`src/rtl/pipe_stage_reg.sv`:
```
// rtl/pipe_stage_reg.sv - pipeline stage register with valid/ready handshake, flush and optional skid entry
//
// Ports:
//   clk, rst          rising-edge clock, asynchronous active-high reset
//   flush             synchronous kill of every held entry; beats offered that cycle are dropped
//   in_valid/in_ready upstream handshake; in_ctrl/in_data carry the beat
//   out_valid/out_ready downstream handshake; out_ctrl/out_data show the head entry
//   occupancy         number of held entries (0, 1, or 2 with SKID=1)
//
// With SKID=1 the stage holds up to two entries and in_ready comes straight from a flop,
// so a downstream stall never reaches upstream through combinational logic. With SKID=0 it is
// a single register whose in_ready looks through to out_ready.

module pipe_stage_reg #(
  parameter int DATA_W = 101,
  parameter int CTRL_W = 3,
  parameter int SKID   = 1
) (
  input  logic              clk,
  input  logic              rst,
  input  logic              flush,
  input  logic              in_valid,
  output logic              in_ready,
  input  logic [CTRL_W-1:0] in_ctrl,
  input  logic [DATA_W-1:0] in_data,
  output logic              out_valid,
  input  logic              out_ready,
  output logic [CTRL_W-1:0] out_ctrl,
  output logic [DATA_W-1:0] out_data,
  output logic [1:0]        occupancy
);

  typedef enum logic [1:0] {
    ST_EMPTY = 2'd0,
    ST_ONE   = 2'd1,
    ST_FULL  = 2'd2
  } state_e;

  state_e            state_q, state_d;
  logic [CTRL_W-1:0] main_ctrl_q, main_ctrl_d;
  logic [DATA_W-1:0] main_data_q, main_data_d;
  logic [CTRL_W-1:0] skid_ctrl_q, skid_ctrl_d;
  logic [DATA_W-1:0] skid_data_q, skid_data_d;
  logic              in_ready_q, in_ready_d;
  logic              push;
  logic              pop;

  assign push = in_valid & in_ready;
  assign pop  = out_valid & out_ready;

  // State and payload registers.
  always_ff @(posedge clk or posedge rst) begin
    if (rst) begin
      state_q     <= ST_EMPTY;
      main_ctrl_q <= '0;
      main_data_q <= '0;
      skid_ctrl_q <= '0;
      skid_data_q <= '0;
      in_ready_q  <= 1'b1;
    end else begin
      state_q     <= state_d;
      main_ctrl_q <= main_ctrl_d;
      main_data_q <= main_data_d;
      skid_ctrl_q <= skid_ctrl_d;
      skid_data_q <= skid_data_d;
      in_ready_q  <= in_ready_d;
    end
  end

  // Next state and payload. Whenever an entry leaves without a replacement its ctrl is
  // cleared, so a bubble can never carry reg_write or mem_to_reg downstream.
  always_comb begin
    state_d     = state_q;
    main_ctrl_d = main_ctrl_q;
    main_data_d = main_data_q;
    skid_ctrl_d = skid_ctrl_q;
    skid_data_d = skid_data_q;

    if (flush) begin
      // Flush beats both push and pop; main data is left as-is since it is never shown
      // while out_valid is low.
      state_d     = ST_EMPTY;
      main_ctrl_d = '0;
      skid_ctrl_d = '0;
    end else begin
      case (state_q)
        ST_EMPTY: begin
          if (push) begin
            state_d     = ST_ONE;
            main_ctrl_d = in_ctrl;
            main_data_d = in_data;
          end
        end
        ST_ONE: begin
          if (push && pop) begin
            main_ctrl_d = in_ctrl;
            main_data_d = in_data;
          end else if (push && (SKID != 0)) begin
            // Downstream stalled while upstream still had a beat: park it in the skid entry.
            // Without a skid entry in_ready tracks out_ready here, so this cannot happen.
            state_d     = ST_FULL;
            skid_ctrl_d = in_ctrl;
            skid_data_d = in_data;
          end else if (pop) begin
            state_d     = ST_EMPTY;
            main_ctrl_d = '0;
          end
        end
        ST_FULL: begin
          // in_ready is low here, so only a pop can move the state.
          if (pop) begin
            state_d     = ST_ONE;
            main_ctrl_d = skid_ctrl_q;
            main_data_d = skid_data_q;
            skid_ctrl_d = '0;
          end
        end
        default: begin
          state_d     = ST_EMPTY;
          main_ctrl_d = '0;
          skid_ctrl_d = '0;
        end
      endcase
    end

    in_ready_d = (state_d != ST_FULL);
  end

  // Outputs.
  always_comb begin
    out_valid = (state_q != ST_EMPTY);
    out_ctrl  = main_ctrl_q;
    out_data  = main_data_q;
    occupancy = state_q;
    if (SKID != 0) begin
      in_ready = in_ready_q;
    end else begin
      in_ready = ~out_valid | out_ready;
    end
  end

endmodule

```
`config.mk`:
```
export PLATFORM = sky130hd
export DESIGN_NAME = pipe_stage_reg
export DESIGN_NICKNAME = d
export VERILOG_FILES = /design/src/rtl/pipe_stage_reg.sv
export SDC_FILE = /design/constraint.sdc
export NUM_CORES = 1
export LEC_CHECK = 0
export BUFFER_PORTS_ARGS = -buffer_cell sky130_fd_sc_hd__buf_4
export CAP_MARGIN = 40
export CORE_UTILIZATION = 50
export DETAILED_ROUTE_END_ITERATION = 10
export PLACE_DENSITY_LB_ADDON = 0.15
export SLEW_MARGIN = 30
export SYNTH_ARGS = -nofsm -noshare
export SYNTH_HDL_FRONTEND = slang
export SYNTH_SLANG_ARGS = --single-unit
```
`constraint.sdc`:
```
create_clock -name clk -period 7.4 [get_ports clk]
set_input_delay 1.11 -clock clk [delete_from_list [all_inputs] [get_ports clk]]
set_output_delay 1.11 -clock clk [all_outputs]
set_load 0.02 [all_outputs]
```
==> impl_metrics.tcl, run 1 <==
set metrics [dict create \
    outcome "finished, final reports clean" \
    synth_largest_area_cell "dfrtp_1" \
    antenna_found_initial 0 \
    grt_pass1_wl_um 31400 \
    drt-total-wl_um 19900 \
    grt_usage_pct 21.8 \
    worstPathRequired_ns 7.77 \
    tns_ns 0 \
    layout_commonest_cell "buf_4" \
    drc 0 \
    ctsResizeCount 0 \
    grtUsageMet1_pct 25.7 \
    synth_nets 821 \
    finalHoldViolCount 0 \
    start_util_pct 51.2 \
    startpoint "occupancy[1]" \
    clk_path_buf_depth 3 \
    synth_area_per_cell_sq_um 12.5 \
    power.density_mw_per_mm2 297 \
    yosys-top-cells-area "dfrtp_1 59%, mux2_2 13%, mux2i_1 12%" \
    worst-setup-path-type "flop to flop" \
    gp_routability_congestion 0.788 \
    r2r_end "out_data[53]" \
    fmax_ghz 0.341 \
    hold_class "flop to flop" \
    diodes 0 \
    dieArea_sq_mm 0.0183 \
    start_kind "flop" \
    setup_viol 0 \
    ctsRootBufferMaster "clkbuf_16" \
    postCtsSetupBuffers 0 \
    nFillCells 1350 \
    drt_iter0_markers 246 \
    ys_seq_area_share_pct 59.4 \
    final_util_pct 65.5 \
    crit_path_end "out_data[53]" \
    worst_pin_slew_ns 0.831 \
    drt_pre_antenna_iters 4 \
    rsz0062_at_grt "false" \
    cap_violations 0 \
    routedWlPerCell_um 17.2 \
    portBuffers 216 \
    cts_tree "built" \
    ios 217 \
    ir_drop_mv 0.172 \
    grt_pass1_vias 6357 \
    hpwl_um 13200 \
    slew_headroom_pct 44.6 \
    cp_max_fo 47 \
    maxSlewViolCount 0 \
    synth_top_cell_area_share_pct 59.1 \
    rrSetupSlack_ns 4.47 \
    syn-cell-area_sq_mm 0.00889 \
    cts_buffers 22 \
    drive_gt1_share_pct 39.2 \
    synth_cell_types 26 \
    cts-hold-fix-buffers 0 \
    drt-vias-per-instance 5.32 \
    rows 48 \
    layout_common_cells "221 x buf_4, 210 x dfrtp_1, 109 x nand2_1, 105 x mux2i_1, 101 x mux2_2" \
    vias 6137 \
    postRouteAntennaNets 0 \
    clk_pin_slew_worst_paths_ns 0.06 \
    num-nets-final 1022 \
    grt_max_degree 129 \
    yosysWarnings 0 \
    cts.sinks 211 \
    fin_crit_sh_pct 39.6 \
    busiest_layer "met2" \
    leakage_nw 5.24 \
    areaGrowthSynthToFinish_pct 27.9 \
    htree_levels 1 \
    arrival_ns 3.30 \
    syn_inst 712 \
    gr-usage-met2_pct 38.5 \
    fin_crit_ns 2.93 \
    r2r-start "occupancy[1]" \
    grtUsageMet3_pct 6.21 \
    synth_seq_cells 211 \
    end_kind "flop" \
    clock_skew_ns 0.0141 \
    die_h_um 135 \
    core_sq_mm 0.0174 \
    grt_overflow 0 \
    rr_worst_depth 6 \
    insertion_delay_ns 0.50 \
    die_x_um 135 \
]
==> cells by family (layout without fill, tap and decap cells) <==
group / Yosys count / after routing / share of synthesized area [%]
AOI/OAI and AO/OA: 117 / 117 / 6.97
buffers and inverters: 52 / 268 / 3.28
DFF: 211 / 211 / 59.4
muxes: 206 / 206 / 24.6
and+or+nand+nor: 126 / 126 / 5.74
==> worst max-delay path, cell delays in order (launching register included) <==
cell and delay, ns:
dfrtp_1 0.59, nor2b_4 0.26, buf_4 0.67, buf_4 0.56, buf_12 0.31, mux2i_1 0.26
o21ai_1 0.08
==> registers in the layout (all words and copies together), names as in the netlist <==
register     flops
skid_ctrl_q      3
in_ready         1
occupancy        2
skid_data_q    101
out_data       101
out_ctrl         3
==> per-stage QoR <==
stage | instance area, sq um | cells | setup WS [ns] | hold WS (ns) | total power [W]
after CTS | 11300 | 1151 | 4.31 | 0.485 | 0.00341
after floorplan | 8890 | 712 | 0.526 | 0.479 | 0.00202
after global placement | 10600 | 1110 | 3.69 | 0.465 | 0.00231
after global routing | 11400 | 1153 | 4.32 | 0.505 | 0.00355
after detailed placement | 10600 | 1112 | 3.80 | 0.472 | 0.00236
final | 11400 | 1153 | 4.47 | 0.482 | 0.00338
==> how the worst min path moves through the flow <==
stage,start,end,slack [ns],depth (start not counted)
6_report,out_data[0],out_data[0],0.48,2
5_1_grt,out_data[68],out_data[68],0.51,2
3_5_place_dp,out_data[65],out_data[65],0.47,2
2_1_floorplan,skid_data_q[58],skid_data_q[58],0.48,1
3_3_place_gp,out_data[68],out_data[68],0.46,2
4_1_cts,out_data[65],out_data[65],0.48,2
==> synthesized netlist by cell type <==
library cell / instances
o21ai_1: 80
mux2_2: 101
inv_1: 3
o211ai_1: 1
and3b_1: 2
a22o_1: 3
dfstp_2: 1
a21oi_1: 4
nor2b_1: 3
mux2i_1: 105
a2bb2oi_1: 1
clkbuf_1: 6
dfrtp_1: 210
nor2_1: 3
buf_6: 4
nand4_1: 3
o21ai_0: 23
buf_4: 7
nand3_1: 2
and2_1: 2
nand2_1: 109
nand2b_1: 1
a32oi_2: 1
o22ai_1: 4
buf_2: 32
or2_2: 1
==> metal layers <==
| metal | vias to the layer above | routed length, um |
|---|---|---|
| met5 | - | 0 |
| met4 | 0 | 338 |
| met3 | 30 | 1510 |
| met2 | 178 | 10200 |
| met1 | 3050 | 7840 |
| li1 | 2879 | - |
==> final cells by class <==
cell class,count,area (sq um),share of cell area (%)
Timing Repair Buffer,226,1760,15.5
Clock buffer,35,661,5.81
Sequential cell,211,5280,46.4
Clock inverter,4,22.5,0.198
Inverter,3,18.8,0.165
Multi-Input combinational cell,449,3350,29.5
Tap cell,225,282,2.48
==> power breakdown <==
part	total, W	internal, W	switching [W]
Combinational	0.000747	0.000375	0.000372
Sequential	0.00159	0.00143	0.000157
Clock	0.00104	0.000610	0.000429
Total	0.00338	0.00242	0.000958
No activity file was read; power rests on OpenSTA's default activity.
==> inputs of run 2 (changes only) <==
--- a/config.mk
+++ b/config.mk
@@ -5,9 +5,10 @@
 export SDC_FILE = /design/constraint.sdc
 export NUM_CORES = 1
 export LEC_CHECK = 0
+export ABC_AREA = 1
 export BUFFER_PORTS_ARGS = -buffer_cell sky130_fd_sc_hd__buf_4
 export CAP_MARGIN = 40
-export CORE_UTILIZATION = 50
+export CORE_UTILIZATION = 49
 export DETAILED_ROUTE_END_ITERATION = 10
 export PLACE_DENSITY_LB_ADDON = 0.15
 export SLEW_MARGIN = 30
==> constraint.sdc (replaced) <==
create_clock -name clk -period 2.4 [get_ports clk]
set_input_delay 0.36 -clock clk [delete_from_list [all_inputs] [get_ports clk]]
set_output_delay 0.36 -clock clk [all_outputs]
set_load 0.02 [all_outputs]
==> run 2 against run 1 <==
Net effect:
- synthesized cell count is 67% higher
- maximum frequency up 46%
- total power increased to 3.2 times the previous value
- clock skew shrank 0.0016 ns
- core utilization decreased by 1.6 points
- largest cell class unchanged
==> impl_metrics.tcl, run 2 <==
set metrics [dict create \
    clk_pin_slew_worst_paths_ns 0.06 \
    finalHoldViolCount 0 \
    setup_viol 0 \
    final_util_pct 63.9 \
    rrSetupSlack_ns 0.39 \
    insertion_delay_ns 0.50 \
    clock_skew_ns 0.0125 \
    grt_pass1_vias 7558 \
    arrival_ns 2.44 \
    synth_nets 1295 \
    syn-cell-area_sq_mm 0.00951 \
    worst_pin_slew_ns 0.735 \
    synth_edf_count 0 \
    ys_seq_area_share_pct 55.5 \
    cap_violations 0 \
    ir_drop_mv 0.489 \
    rr_worst_depth 8 \
    r2r-start "occupancy[1]" \
    routedWlPerCell_um 13.9 \
    grt_overflow 0 \
    grt_usage_pct 23.7 \
    drt-total-wl_um 22800 \
    cts_buffers 23 \
    num-nets-final 1476 \
    synth_top_cell_area_share_pct 55.3 \
    drt_iter0_markers 486 \
    fin_crit_sh_pct 83.7 \
    post-place-cells 1601 \
    drive_gt1_share_pct 20.3 \
    cts.sinks 211 \
    ios 217 \
    antenna_found_initial 0 \
    yosysMostFrequentCell "nand2_1" \
    synth_largest_area_cell "dfrtp_1" \
    grt_max_degree 122 \
    drt-vias-per-instance 4.91 \
    yosys-top-cells-area "dfrtp_1 55%, nand2_1 16%, o21ai_0 7.1%" \
    worstPathRequired_ns 2.83 \
    diodes 0 \
    r2r_end "out_data[40]" \
    start_kind "flop" \
    hpwl_um 14300 \
    startpoint "occupancy[1]" \
    p_total_w 0.0108 \
    slew_headroom_pct 51.0 \
    crit_path_end "out_data[40]" \
    layout_commonest_cell "nand2_1" \
    ctsRootBufferMaster "clkbuf_16" \
    start_util_pct 50.5 \
    dieArea_sq_mm 0.0200 \
    ctsResizeCount 0 \
    clk_path_buf_depth 3 \
    cp_max_fo 66 \
    maxSlewViolCount 0 \
    fmax_ghz 0.498 \
    synthTopCellsByCount "400 x nand2_1, 210 x dfrtp_1, 134 x o21ai_0" \
    fin_crit_ns 2.01 \
    die_x_um 141 \
    synth_seq_cells 211 \
    gp_routability_congestion 0.851 \
    worst-setup-path-type "flop to flop" \
    die_h_um 141 \
    final_cells 1640 \
    drt_pre_antenna_iters 5 \
    postRouteAntennaNets 0 \
    postCtsSetupBuffers 0 \
    rsz0062_at_grt "false" \
    outcome "finished, final reports clean" \
    power.density_mw_per_mm2 901 \
    synth_cell_types 20 \
    cts_tree "built" \
    hold_class "input port to flop" \
    leakage_nw 6.54 \
    vias 8047 \
    areaGrowthSynthToFinish_pct 26.6 \
    ys.flop_type "dfrtp_1" \
    end_kind "flop" \
    synthArstFlopShare_pct 100 \
    grt_pass1_wl_um 38000 \
    tns_ns 0 \
    cts-hold-fix-buffers 1 \
    core_sq_mm 0.0188 \
    yosysWarnings 0 \
    htree_levels 1 \
    synth_area_per_cell_sq_um 8.02 \
    syn_inst 1186 \
    rows 50 \
    layout_common_cells "398 x nand2_1, 224 x buf_4, 210 x dfrtp_1, 134 x o21ai_0, 115 x inv_1" \
    min_from "in_data[71]" \
    whs_ns 0.116 \
    portBuffers 216 \
    drc 0 \
]
## run 2: through the flow
step	worst slack (ns)	instance area, sq um
CTS	0.373	12000
detailed placement	0.409	11300
global placement	0.461	11300
finish	0.390	12000
floorplan	-0.701	9510
global route	0.161	12000
## run 2: final cells by class
cell class              count  area (sq um)
inverters                 118           447
flip-flops and latches    211          5280
fillers                  1650          6790
well taps                 260           325
repair buffers            233          1850
clock inverters             9           120
clock buffers              29           628
multi-input cells         780          3390
## run 2: metal layers
layer,track usage [%],share of wire (%),vias to the layer above,wire length [um]
li1,-,-,4102,-
met4,5.95,1.8,0,408
met3,4.52,7.0,34,1600
met5,0,0,-,0
met1,34.5,45,3666,10400
met2,36.6,46,245,10500
## run 2: worst min path at each step
stage / endpoint / depth (start not counted)
2_1_floorplan: skid_ctrl_q[2] / 2
3_3_place_gp: out_data[94] / 2
3_5_place_dp: out_data[94] / 2
4_1_cts: skid_data_q[63] / 3
5_1_grt: skid_data_q[67] / 3
6_report: skid_data_q[71] / 3
## run 2: worst max-delay path: stages (launching register included)
cell     delay (ns)
dfrtp_1        0.53
inv_2          0.15
nand2_2        0.11
o21ai_1        0.16
nand2_4        0.10
nand2_4        0.07
buf_4          0.58
nand2_1        0.12
nand2_1        0.09
## run 2: cells by family (layout without fill, tap and decap cells)
family / Yosys count / count (layout) / share of synthesized area [%]
flip-flops: 211 / 211 / 55.5
AO/OA/AOI/OAI: 207 / 207 / 10.9
buffers and inverters: 195 / 389 / 9.17
AND/OR/NAND/NOR: 573 / 573 / 24.4
## run 2: power breakdown
| group | switching [W] | internal, W |
|---|---|---|
| clock | 0.00138 | 0.00216 |
| combinational | 0.00148 | 0.00103 |
| sequential | 0.000423 | 0.00438 |
| total | 0.00328 | 0.00756 |
